`config.mk`:
```
export PLATFORM = sky130hd
export DESIGN_NAME = multi_debouncer
export DESIGN_NICKNAME = d
export VERILOG_FILES = /design/src/rtl/multi_debouncer.sv
export SDC_FILE = /design/constraint.sdc
export NUM_CORES = 1
export LEC_CHECK = 0
export BUFFER_PORTS_ARGS = -buffer_cell sky130_fd_sc_hd__buf_2
export CORE_MARGIN = 10
export CORE_UTILIZATION = 62
export CTS_CLUSTER_DIAMETER = 200
export DETAILED_ROUTE_END_ITERATION = 7
export HOLD_SLACK_MARGIN = 0.15
export PLACE_DENSITY = 0.89
export SYNTH_ARGS = -nofsm -noshare
export SYNTH_HDL_FRONTEND = slang
export SYNTH_SLANG_ARGS = --single-unit
```
`constraint.sdc`:
```
create_clock -name clk -period 2.45 [get_ports clk]
set_input_delay 0.1225 -clock clk [delete_from_list [all_inputs] [get_ports clk]]
set_output_delay 0.1225 -clock clk [all_outputs]
set_load 0.05 [all_outputs]
```
`src/rtl/multi_debouncer.sv`:
```
//------------------------------------------------------------------------------
// multi_debouncer
//
// Debounces NUM_CH asynchronous mechanical button/switch pins. Each channel
// has its own synchroniser and four-state debounce FSM that filters both
// press and release. Optional auto-repeat re-issues press pulses while a
// button stays held.
//
// Parameters
//   NUM_CH          number of independent channels (>= 1)
//   DEBOUNCE_CYCLES consecutive stable samples needed to accept an edge (>= 1)
//   SYNC_STAGES     synchroniser depth per channel (>= 2)
//   ACTIVE_LOW      1: pin low = pressed, 0: pin high = pressed
//   REPEAT_CYCLES   auto-repeat period while held, 0 disables auto-repeat
//
// Ports
//   clk            system clock
//   reset          asynchronous, active-high reset
//   noisy_in       raw button pins, bit i = channel i
//   clean_level    registered debounced level, 1 = pressed
//   press_pulse    one-cycle pulse per accepted press and per auto-repeat
//   release_pulse  one-cycle pulse per accepted release
//   any_press      OR of press_pulse bits, aligned with press_pulse
//------------------------------------------------------------------------------
module multi_debouncer #(
   parameter int NUM_CH          = 4,
   parameter int DEBOUNCE_CYCLES = 5,
   parameter int SYNC_STAGES     = 2,
   parameter int ACTIVE_LOW      = 1,
   parameter int REPEAT_CYCLES   = 0
) (
   input  logic              clk,
   input  logic              reset,
   input  logic [NUM_CH-1:0] noisy_in,
   output logic [NUM_CH-1:0] clean_level,
   output logic [NUM_CH-1:0] press_pulse,
   output logic [NUM_CH-1:0] release_pulse,
   output logic              any_press
);

   // Counter must reach the larger of the debounce and repeat terminal counts.
   localparam int MAX_DR   = (DEBOUNCE_CYCLES > REPEAT_CYCLES) ? DEBOUNCE_CYCLES : REPEAT_CYCLES;
   localparam int CNT_SPAN = (MAX_DR > 2) ? MAX_DR : 2;
   localparam int CW       = $clog2(CNT_SPAN);

   localparam logic [CW-1:0] DB_LAST  = CW'(DEBOUNCE_CYCLES - 1);
   localparam logic [CW-1:0] RPT_LAST = (REPEAT_CYCLES > 0) ? CW'(REPEAT_CYCLES - 1) : '0;
   localparam logic          RPT_EN   = (REPEAT_CYCLES > 0);

   // Pin level that means "not pressed"; also the synchroniser reset value so
   // a pin already held at reset release still sees the full press latency.
   localparam logic PIN_IDLE = (ACTIVE_LOW != 0);

   typedef enum logic [1:0] {
      RELEASED,
      DB_PRESS,
      HELD,
      DB_RELEASE
   } db_state_t;

   // Per-channel "press pulse fires on the next edge"; shared so any_press can
   // be registered on the same edge as the individual pulse bits.
   logic [NUM_CH-1:0] press_evt;

   for (genvar i = 0; i < NUM_CH; i++) begin : g_ch
      logic [SYNC_STAGES-1:0] sync_q;
      logic                   active;
      db_state_t              state;
      logic [CW-1:0]          cnt;
      logic                   level_q;
      logic                   press_q;
      logic                   release_q;

      always_ff @(posedge clk or posedge reset) begin
         if (reset) begin
            sync_q <= {SYNC_STAGES{PIN_IDLE}};
         end else begin
            sync_q <= {sync_q[SYNC_STAGES-2:0], noisy_in[i]};
         end
      end

      assign active = sync_q[SYNC_STAGES-1] ^ PIN_IDLE;

      assign press_evt[i] = active &&
                            (((state == DB_PRESS) && (cnt == DB_LAST)) ||
                             (RPT_EN && (state == HELD) && (cnt == RPT_LAST)));

      always_ff @(posedge clk or posedge reset) begin
         if (reset) begin
            state     <= RELEASED;
            cnt       <= '0;
            level_q   <= 1'b0;
            press_q   <= 1'b0;
            release_q <= 1'b0;
         end else begin
            press_q   <= press_evt[i];
            release_q <= 1'b0;
            case (state)
               RELEASED: begin
                  if (active) begin
                     state <= DB_PRESS;
                     cnt   <= '0;
                  end
               end

               DB_PRESS: begin
                  if (!active) begin
                     state <= RELEASED;
                     cnt   <= '0;
                  end else if (cnt == DB_LAST) begin
                     state   <= HELD;
                     cnt     <= '0;
                     level_q <= 1'b1;
                  end else begin
                     cnt <= cnt + 1'b1;
                  end
               end

               HELD: begin
                  if (!active) begin
                     state <= DB_RELEASE;
                     cnt   <= '0;
                  end else if (RPT_EN) begin
                     // Repeat phase: wraps to 0 exactly when a repeat pulse fires.
                     if (cnt == RPT_LAST) begin
                        cnt <= '0;
                     end else begin
                        cnt <= cnt + 1'b1;
                     end
                  end else begin
                     cnt <= '0;
                  end
               end

               DB_RELEASE: begin
                  if (active) begin
                     // Bounce back to held restarts the repeat phase from zero.
                     state <= HELD;
                     cnt   <= '0;
                  end else if (cnt == DB_LAST) begin
                     state     <= RELEASED;
                     cnt       <= '0;
                     level_q   <= 1'b0;
                     release_q <= 1'b1;
                  end else begin
                     cnt <= cnt + 1'b1;
                  end
               end

               default: begin
                  state <= RELEASED;
                  cnt   <= '0;
               end
            endcase
         end
      end

      assign clean_level[i]   = level_q;
      assign press_pulse[i]   = press_q;
      assign release_pulse[i] = release_q;
   end

   always_ff @(posedge clk or posedge reset) begin
      if (reset) begin
         any_press <= 1'b0;
      end else begin
         any_press <= |press_evt;
      end
   end

endmodule
```
Word-level counts from Yosys, hierarchy flattened
Cells that the tools add are included.

Bits in latches: 0. Output and inout port bits: 13. Bits of input ports: 6. Memories kept: 0. Bits in writable memories: 0. Logic and storage cells: 186. Register bits after elaboration: 41. ROM bits: 0.

Bitwise logic cells: 4. Multiply operators: 0. Shift operators: 0. $lt $le $gt $ge: 0. Div/mod/pow operators: 0. Equality and inequality tests: 48. Muxes and demuxes: 80. Reduce and logical (&&, ||, !) cells: 25. $add $sub $neg: 4.

Operators with widths (count): $mux 2 (24); $mux 3 (16); $pmux 3 s4 (4); $ne 2x2->1 const B (20); $pmux 2 s4 (4); $mux 1 (28); $reduce_and 5->1 (4); $eq 2x2->1 const B (8); $reduce_and 4->1 (4); $add 3x1->3 const B (4); $eq 3x3->1 const B (4); $ne 3x2->1 const B (4); $ne 3x3->1 const B (4); $eq 2x1->1 const B (4); $logic_and 1x1->1 (8); $logic_not 2->1 (4); $ne 2x1->1 const B (4); $pmux 1 s2 (4); $reduce_bool 2->1 (4); $not 1->1 (4); $reduce_or 4->1 (1).

Logic depth before layout (Yosys ltp)
Word-level depth: 4. Depth in mapped cells: 5. Mapped depth without buffers: 5.

Least setup slack after synthesis
Ideal clock, no wire load.

Path kind: register -> register. From: register g_ch[0].cnt[0]. To: register any_press. Stages on the path, launching flop included: 6. Data arrival time: 1.310 ns. Required time: 2.311 ns. Period minus slack after synthesis: 1.449 ns. Path buffers: 0. Library setup time: 0.139 ns. Path slack: 1.001 ns. Path through: dfrtp_1 > inv_1 > ha_1 > nand3_1 > nor3_1 > or4_1.

Word-level cells in the longest chain between the ends: 4.

RTL lines: from (decl) (line 69) `logic [CW-1:0] cnt;`; from (signal assigned) (line 115) `cnt <= cnt + 1'b1;`; from (signal assigned) (line 128) `cnt <= cnt + 1'b1;`; from (signal assigned) (line 146) `cnt <= cnt + 1'b1;`; $eq 3x3->1 (line 85) `(((state == DB_PRESS) && (cnt == DB_LAST)) ||`; $logic_and 1x1->1 (line 85); $logic_and 1x1->1 (line 84) `assign press_evt[i] = active &&`; via press_evt[0] (line 63) `logic [NUM_CH-1:0] press_evt;`; $reduce_or 4->1 (line 167) `any_press <= |press_evt;`; to (signal assigned) (line 167); to (decl) (line 38) `output logic any_press`.

The timed path passes the listed nets, and every way through them passes these cells. A chain may end at the register's enable or synchronous reset.

Worst setup path after layout
Same ends and word-level chain as after synthesis.

==> flow_metrics.env <==
export IMPL_cts_buffer_depth=2
export IMPL_grt_max_degree=42
export IMPL_dpl_cell_area_sq_mm=0.001877
export IMPL_multiInputGateArea_sq_um=651.9
export IMPL_syn_to_final_growth_pct=7.447
export IMPL_timing_setup_tns_ns=0
export IMPL_seqCellArea_sq_mm=0.001036
export IMPL_antenna_found_initial=0
export IMPL_p_leak_nw=0.9353
export IMPL_antennaDiodeCount=0
export IMPL_die_area_sq_mm=0.005564
export IMPL_drt_iter0_markers=56
export IMPL_place_congestion=0.8179
export IMPL_synth_simple_area_share_pct=14.08
export IMPL_hold_class="register to register"
export IMPL_avgSynthCellArea_sq_um=11.41
export IMPL_fmax_ghz=0.6441
export IMPL_power_w=0.001709
export IMPL_postCtsHoldBufs=5
export IMPL_drtPass1Iterations=4
export IMPL_cp_start_kind="register"
export IMPL_htreeDepth=2
export IMPL_r2r_cells=5
export IMPL_overflow=0
export IMPL_synth_area_sq_mm=0.001848
export IMPL_rsz0062_at_grt="false"
export IMPL_ir_drop_mv=0.5688
export IMPL_skew_ns=0.01146
export IMPL_cap_violations=0
export IMPL_cellPowerDensity_mw_per_mm2=860.9
export IMPL_die_y_um=74.60
export IMPL_fillers=214
export IMPL_ioPinCount=19
export IMPL_row_count=19
export IMPL_track_usage_pct=13.85
export IMPL_fin_ws_ns=0.8974
export IMPL_synth_compound_area_share_pct=12.05
export IMPL_cts_root_buf="clkbuf_4"
export IMPL_hold_end="g_ch[2].sync_q[1]"
export IMPL_max_slew_margin_pct=68.58
export IMPL_synth_cells=162
export IMPL_cts_tree="yes"
export IMPL_wirelength_um=3332
export IMPL_worstMarginPinSlew_ns=0.4713
export IMPL_path_clk_slew_ns=0.11
export IMPL_synth_seq_area_share_pct=56.06
export IMPL_synthDistinctLibCells=41
export IMPL_synth_warnings=0
export IMPL_hold_viol=0
export IMPL_drc=0
export IMPL_ys_ff_latch=41
export IMPL_cts_sinks=41
export IMPL_synth_fa_ha_area_share_pct=5.416
export IMPL_die_w_um=74.60
export IMPL_synth_nets=176
export IMPL_synth_xor_area_share_pct=1.896
export IMPL_grt_pass1_vias=1248
export IMPL_routedWlPerCell_um=15.87
export IMPL_initial_utilization_pct=65.88
export IMPL_grt_pass1_wl_um=5789
export IMPL_clock_latency_ns=0.35
export IMPL_final_nets=192
export IMPL_hold_ws_ns=0.3488
export IMPL_ctsResizeCount=0
export IMPL_postRouteAntennaNets=0
export IMPL_hpwlAfterDp_um=2479
export IMPL_drive_gt1_share_pct=22.35
export IMPL_routed_via_density=5.724
export IMPL_vias=1202
export IMPL_synth_area_mux_share_pct=1.828
export IMPL_core_sq_mm=0.002805
export IMPL_crit_required_ns=2.68
export IMPL_place_ws_ns=0.9048
export IMPL_cts_buffers=5
export IMPL_io_buffers=18
export IMPL_r2r_end="any_press"
export IMPL_period_needed_ns=1.553
export IMPL_status="finished clean"
export IMPL_worstPathMaxFanout=6
export IMPL_r2r_start="g_ch[0].cnt[0]"
export IMPL_post_cts_buffers=0
export IMPL_worstHoldStart="g_ch[2].sync_q[0]"
export IMPL_min_path_cells=0
export IMPL_setup_viol=0
export IMPL_end_kind="register"
export IMPL_cp_arrival_ns=1.79
export IMPL_min_period_over_period_pct=63.37
export IMPL_crit_type="register to register"
export IMPL_synth_top_family_by_area="simple AND/OR/NAND/NOR gates"
export IMPL_finalMaxSlewViolations=0
export IMPL_r2r_slack_ns=0.90
export IMPL_design_area_sq_mm=0.001986
-- area by class of cell --
cell class / count / share of cell area, %
clock buffer: 8 / 2.962
inverter: 14 / 2.647
multi-input combinational: 92 / 32.83
sequential: 41 / 52.17
tap: 31 / 1.953
timing repair buffer: 24 / 7.435
-- registers in the layout, indices dropped and copies added, names as in the netlist, named ones only --
register / flops
g_ch.cnt: 12
g_ch.sync_q: 8
g_ch.level_q: 4
g_ch.release_q: 4
g_ch.state: 4
g_ch.press_q: 4
any_press: 1
-- worst max-delay path by stage --
stage                         startpoint   endpoint  slack (ns)  depth (start not counted)
after global routing      g_ch[0].cnt[0]  any_press        0.78                          5
after global placement    g_ch[0].cnt[0]  any_press        0.96                          5
after CTS                 g_ch[0].cnt[0]  any_press        0.89                          5
after floorplan           g_ch[0].cnt[0]  any_press        1.00                          5
final                     g_ch[0].cnt[0]  any_press        0.90                          5
after detailed placement  g_ch[0].cnt[0]  any_press        0.90                          5
-- Yosys cell counts, drive strengths merged --
master / n / share of area, %
nand4: 1 / 0.34
nand3b: 2 / 0.81
a21oi: 4 / 1.1
dfstp: 8 / 11
buf: 15 / 5.8
a41oi: 1 / 0.47
or4: 1 / 0.41
a21o: 1 / 0.41
nand2b: 1 / 0.34
a211o: 1 / 0.47
mux2: 3 / 1.8
a32o: 4 / 2.2
a2bb2oi: 1 / 0.47
nor3b: 2 / 1.1
a22o: 3 / 1.4
o2bb2ai: 2 / 0.95
nor2b: 2 / 0.68
a211oi: 1 / 0.41
a21boi: 1 / 0.41
nand2: 10 / 2.0
inv: 14 / 2.8
o211ai: 2 / 0.81
xor2: 1 / 0.47
xnor2: 3 / 1.4
ha: 8 / 5.4
o21a: 2 / 0.81
or3b: 1 / 0.47
dfrtp: 33 / 45
and3: 3 / 1.4
nor2: 8 / 1.6
nor3: 5 / 1.4
and2: 5 / 1.7
a31o: 1 / 0.47
o21ai: 5 / 1.4
nand3: 6 / 1.9
o22ai: 1 / 0.34
-- routing by layer --
metal  vias to the layer above  track usage (%)  part of all wire, %
li1                        579                -                    -
met1                       594            13.70                   40
met2                        24            24.88                   53
met3                         5            5.186                  4.9
met4                         0            6.933                  1.8
met5                         -                0                    0
-- kinds of logic (layout without fill, tap and decap cells) --
logic type,count (synthesis),after routing
flops,41,41
compound gates,30,30
xor+xnor,4,4
buf+inv,29,46
simple gates,47,47
fa+ha+maj,8,8
mux,3,3
-- cells in the final DEF, fill, tap and decap left out, types with 8 or more instances in the layout --
master and instances:
ha_1 8, nand2_1 10, nor2_1 8, dfstp_2 8
buf_2 18, dfrtp_1 33, inv_1 14
-- metrics by stage --
stage	utilization [%]	instances
2_1_floorplan	-	162
3_3_place_gp	66.90	197
3_5_place_dp	66.90	197
4_1_cts	70.79	210
5_1_grt	70.79	210
6_report	70.79	210
-- where the power goes --
group	internal (W)	total, W	switching (W)	leakage [nW]
logic	0.000195	0.000439	0.000244	0.389
clock network	0.000142	0.000344	0.000202	0.0326
registers	0.000791	0.000927	0.000136	0.513
total	0.00113	0.00171	0.000582	0.935
-- worst max-delay path, cell delays in order, from the launching register on --
cell and delay [ns]:
dfrtp_1 0.40, inv_1 0.06, ha_1 0.22, nand3_1 0.18, nor3_1 0.09, or4_1 0.50
Power figures use the tool's default switching activity.
